`config.mk`:
```
export PLATFORM = sky130hd
export DESIGN_NAME = cg_vector_writeback
export DESIGN_NICKNAME = d
export VERILOG_FILES = /design/src/rtl/cg_vector_writeback.sv
export SDC_FILE = /design/constraint.sdc
export NUM_CORES = 1
export LEC_CHECK = 0
export BUFFER_PORTS_ARGS = -buffer_cell sky130_fd_sc_hd__buf_4
export CORE_AREA = 2 2 222 224
export CTS_CLUSTER_DIAMETER = 120
export DETAILED_ROUTE_END_ITERATION = 10
export DIE_AREA = 0 0 224 226
export SYNTH_ARGS = -nofsm -noshare
export SYNTH_HDL_FRONTEND = slang
export SYNTH_SLANG_ARGS = --single-unit
```
`constraint.sdc`:
```
create_clock -name clk -period 3.2 [get_ports clk]
set_clock_uncertainty 0.15 [all_clocks]
set_input_delay 0.32 -clock clk [delete_from_list [all_inputs] [get_ports clk]]
set_output_delay 0.32 -clock clk [all_outputs]
set_load 0.01 [all_outputs]
```
`src/rtl/cg_vector_writeback.sv`:
```
// cg_vector_writeback: sequences CG ALU result words into vector memory at linear addresses and reports frame completion.
// Ports: clk, reset (sync, active-high), start (frame pulse), vec_in/vec_we (ALU word and strobe),
// mem_we/mem_addr/mem_data (registered memory write), busy, done, words_written, err_stray_we (sticky), bank.
// Optional macro WB_PINGPONG_EN: alternates the frame base between 0 and WORDS and toggles bank per completed frame.
module cg_vector_writeback #(
  parameter int number_of_clusters              = 40,
  parameter int number_of_equations_per_cluster = 19,
  parameter int element_width                   = 32,
  parameter int no_of_units                     = 8,
  parameter int memories_address_width          = 20
) (
  input  logic                                   clk,
  input  logic                                   reset,
  input  logic                                   start,
  input  logic [no_of_units*element_width-1:0]   vec_in,
  input  logic                                   vec_we,
  output logic                                   mem_we,
  output logic [memories_address_width-1:0]      mem_addr,
  output logic [no_of_units*element_width-1:0]   mem_data,
  output logic                                   busy,
  output logic                                   done,
  output logic [31:0]                            words_written,
  output logic                                   err_stray_we,
  output logic                                   bank
);
  localparam int N     = number_of_clusters * number_of_equations_per_cluster;
  localparam int WORDS = (N + no_of_units - 1) / no_of_units;
  localparam int AW    = memories_address_width;
  localparam int DW    = no_of_units * element_width;
  typedef enum logic [1:0] {IDLE, ACTIVE, DONE} state_t;
  state_t          state_q, state_d;
  logic [31:0]     cnt_q, cnt_d, k;
  logic            accept, last;
  logic            err_q, err_d, bank_q, bank_d, mem_we_q;
  logic [AW-1:0]   base, addr_q;
  logic [DW-1:0]   masked, data_q;
  // A start coincident with a strobe makes that strobe word 0 of the new frame.
  always_comb begin
    accept  = vec_we && (start || state_q == ACTIVE);
    k       = start ? 32'd0 : cnt_q;
    last    = accept && k == 32'(WORDS - 1);
    state_d = last ? DONE : start ? ACTIVE : state_q;
    cnt_d   = start ? {31'd0, accept} : cnt_q + {31'd0, accept};
    err_d   = start ? 1'b0 : err_q | (vec_we && state_q != ACTIVE);
`ifdef WB_PINGPONG_EN
    bank_d  = bank_q ^ last;
    base    = bank_q ? AW'(WORDS) : '0;
`else
    bank_d  = 1'b0;
    base    = '0;
`endif
  end
  // Lanes past element N exist only in the last word; their zeroing is fixed at elaboration.
  for (genvar i = 0; i < no_of_units; i++) begin : g_lane
    localparam bit PAD = ((WORDS - 1) * no_of_units + i) >= N;
    assign masked[i*element_width +: element_width] =
      (PAD && k == 32'(WORDS - 1)) ? '0 : vec_in[i*element_width +: element_width];
  end
  always_ff @(posedge clk) begin
    if (reset) begin
      state_q  <= IDLE;
      cnt_q    <= '0;
      err_q    <= 1'b0;
      bank_q   <= 1'b0;
      mem_we_q <= 1'b0;
      addr_q   <= '0;
      data_q   <= '0;
    end else begin
      state_q  <= state_d;
      cnt_q    <= cnt_d;
      err_q    <= err_d;
      bank_q   <= bank_d;
      mem_we_q <= accept;
      if (accept) begin
        addr_q <= base + AW'(k);
        data_q <= masked;
      end
    end
  end
  assign mem_we        = mem_we_q;
  assign mem_addr      = addr_q;
  assign mem_data      = data_q;
  assign busy          = state_q == ACTIVE;
  assign done          = state_q == DONE;
  assign words_written = cnt_q;
  assign err_stray_we  = err_q;
  assign bank          = bank_q;
endmodule

```
==> summary.md <==
| Metric | Value |
|---|---|
| Leakage power total | approximately 8.5 nW |
| Peak supply drop | between 0.3 and 0.4 mV |
| Clk_lat worst skew | ~540 ps |
| Crit path required time | about 3500 ps |
| Setup crit end kind | flop |
| Final hold vios | 0 |
| DIE AREA | between 0.05 and 0.06 mm^2 |
| Antenna violations before repair | 4 |
| Mean post-synth cell area | between 7 and 8 um^2 |
| MaxCap Viol Count | 0 |
| Power Dens Cells | around 500 mW/mm^2 |
| Max Clk Rate | between 0.3 and 0.4 GHz |
| Yosys warns | 0 |
| TritonCTS buffer count | 37 |
| Final setup viols | 0 |
| DP Cell Count | between 2000 and 3000 |
| Num rows | between 80 and 90 |
| Synthesized cell area | between 0.01 and 0.015 mm^2 |
| Num ports | between 500 and 600 |
| CP startpoint kind | flop |
| Final net count | around 2400 |
| Min Tclk post-route | about 2800 ps |
| CP delay by family, top | buffers and inverters |
| Iteration-0 DRC Markers | approximately 660 |
| Final WL | about 43 mm |
| Die Ht | around 230 um |
| Hold crit path type | primary input to flop |
| Synth unique cells | 34 |
| CTS Sinks | 312 |
| WP depth | 7 |
| Relative slew slack | between 30% and 40% |
| Non-filler cells, final | 2836 |
| Core Footprint | a little under 0.05 mm^2 |
| Worst-Margin Slew | about 980 ps |
| Port bufs | between 500 and 600 |
| Hold_buf cts | between 200 and 300 |
| RSZ-0062 raised after global routing | no |
| Cell depth of the worst min-delay path | 2 |
| Data arrival time of the critical path | ~3000 ps |
| DRC violations left | 0 |
| Top cells by area, synth | dfxtp_1 (56%), nand2_1 (18%), a21oi_1 (13%), buf_2 (2.1%), clkbuf_1 (1.7%) |
| Number of iterations in the first detailed-routing pass | 5 |
| Leading area contributor after synthesis | dfxtp_1 |
| Reg-to-Reg Start | state_q[0] |
| Largest stage delay, worst path | between 500 and 600 ps |
| Resized cells post-CTS | 0 |
| Setup total negative slack | 0 ps |
| GPL Wtd Cong | a little under 0.8 |
| Initial Util | 23.1% |
| Via count | between 10000 and 15000 |
| Detail Route Antenna Nets | 0 |
| Clock tree buffer depth | 3 |
| Pin count of the biggest net entering global routing | between 150 and 200 |
| Clk slew on worst S/H paths | around 60 ps |
| Worst setup startpoint | state_q[0] |
| Yosys top cell area share | between 50% and 60% |
| Final period util | 86.0% |
| CTS root buf | clkbuf_16 |
| GR Overflow Total | 0 |
| Outcome | complete, no violations |
| Sequential share of the synthesized area | 55.8% |
| Crit path max fanout | slightly below 200 |
| Hold wc startpoint | reset |
| TritonCTS clock tree | done |
| Synth Instances | about 1400 |
| Slowest cell on the critical path | buf_4 |
| CTS H-tree depth | 2 |
| WS Path Type | flop to flop |
| WP buf/inv | 3 |
| First-pass GRT wire length | roughly 66 mm |
| Pins over their slew limit | 0 |
| Total global-route track usage | about 16% |
| Post-CTS setup buffer count | 0 |
| Chip width | around 220 um |
| Layout area overhead | 76.9% |
| Critical path, cell by cell | nor2b_1 > o21ai_4 > inv_8 > buf_12 > buf_4 > nand2_1 > a21oi_1 |
| Number of synthesized register bits | 312 |
| Vias/cell | ~4.5 |
| Vias in the first global route | approximately 12000 |
| R2R cell count | 7 |
| Synthesized Nets | between 1500 and 2000 |
| Hpwl dp | between 20 and 30 mm |
| Layout cells sized above 1 | a little under 30% |
| DR WL/cell | between 15 and 20 um |
-- layer usage --
layer | global-route usage [%] | routed length [um]
met1 | 18.0 | 16800
met5 | 0 | 0
met4 | 6.65 | 1400
met3 | 5.06 | 3610
met2 | 28.0 | 21500
-- final cells by class --
| cell class | count | area, um^2 |
|---|---|---|
| repair buffers | 841 | 7020 |
| multi-input cells | 984 | 4460 |
| fillers | 4592 | 28500 |
| clock buffers | 52 | 1090 |
| well taps | 622 | 778 |
| flip-flops and latches | 312 | 6250 |
| clock inverters | 15 | 163 |
| inverters | 6 | 30.0 |
| diodes | 4 | 10.0 |
-- worst reg2reg max path, cell delays in order, from the launching register on --
cell and delay [ps]:
dfxtp_1 340, nor2b_1 310, o21ai_4 120, inv_8 70
buf_12 540, buf_4 850, nand2_1 140, a21oi_1 160
-- logic make-up (layout without fill, tap and decap cells) --
| kind of cell | Yosys count | after routing | share of synthesized area (%) |
|---|---|---|---|
| buffers and inverters | 111 | 914 | 4.42 |
| xor gates and xnor gates | 11 | 11 | 0.861 |
| muxes | 1 | 1 | 0.0895 |
| DFF | 312 | 312 | 55.8 |
| and+or+nand+nor | 648 | 648 | 23.7 |
| adders and majority gates | 3 | 3 | 0.336 |
| AOI/OAI and AO/OA | 320 | 320 | 14.7 |
| other | 1 | 5 | 0.0335 |
-- flip-flops by register name, summed over array words and instances, names as in the netlist --
register / count
err_stray_we: 1
mem_addr: 20
mem_data: 256
mem_we: 1
state_q: 2
words_written: 32
-- synthesized netlist by cell type --
library cell,n
o21ai_1,1
xnor2_1,3
nor2_1,18
nand4_1,13
dfxtp_1,312
conb_1,1
xor2_1,8
buf_1,5
nand4_4,1
and2_1,5
ha_1,3
inv_2,1
clkbuf_2,1
nand2_1,544
nor4_1,6
o21ai_0,7
o31ai_1,12
or4_1,12
buf_6,2
or3_1,7
clkbuf_1,50
o41ai_1,1
mux2i_1,1
buf_2,46
inv_1,5
nand3_1,30
a21oi_1,296
a211oi_1,1
a32o_1,1
o211ai_1,1
and4_1,6
and3_1,4
nor2b_1,2
buf_4,1
-- per-stage QoR --
stage	instance area [um^2]	hold slack, ps	setup WS [ps]	total power [mW]	util, %
after detailed placement	15900	297	519	5.38	33.0
after floorplan	11200	306	244	4.72	-
after global routing	19800	211	248	10.3	40.9
after CTS	19800	168	546	10.1	40.9
after global placement	15900	291	546	5.37	33.0
final	19800	184	447	9.90	40.9
-- where the power goes --
part / total (mW) / internal, mW / switching (mW)
clock: 4.32 / 2.63 / 1.70
combinational: 1.40 / 0.753 / 0.647
sequential: 4.17 / 4.07 / 0.103
-- worst paths after layout --
| kind | to | slack, ps |
|---|---|---|
| setup / recovery | mem_data[204] | 450 |
| hold / removal | mem_addr[10] | 180 |
| setup reg to reg | mem_data[204] | 450 |
| hold reg to reg | mem_addr[9] | 300 |
-- cell usage in the layout (no fill, tap or decap) --
cell type / count
clkinv_2: 8
or3_1: 7
and3_1: 4
xnor2_1: 3
buf_12: 4
a211oi_1: 1
and2_1: 5
o211ai_1: 1
a21oi_1: 296
dlygate4sd3_1: 258
nor2b_1: 2
o21ai_0: 7
diode_2: 4
o21ai_4: 1
and4_1: 6
inv_6: 2
buf_4: 578
clkbuf_8: 12
o41ai_1: 1
dfxtp_1: 312
o31ai_1: 12
mux2i_1: 1
clkbuf_1: 4
nand4_4: 1
clkbuf_16: 37
ha_1: 3
or4_1: 12
nor4_1: 6
clkinvlp_4: 2
nand2_1: 544
nor2_1: 18
inv_8: 1
xor2_1: 8
a32o_1: 1
bufinv_16: 3
conb_1: 1
nand3_1: 30
nand4_1: 13
inv_1: 5
Note: power is estimated with default switching activity, not from simulation.
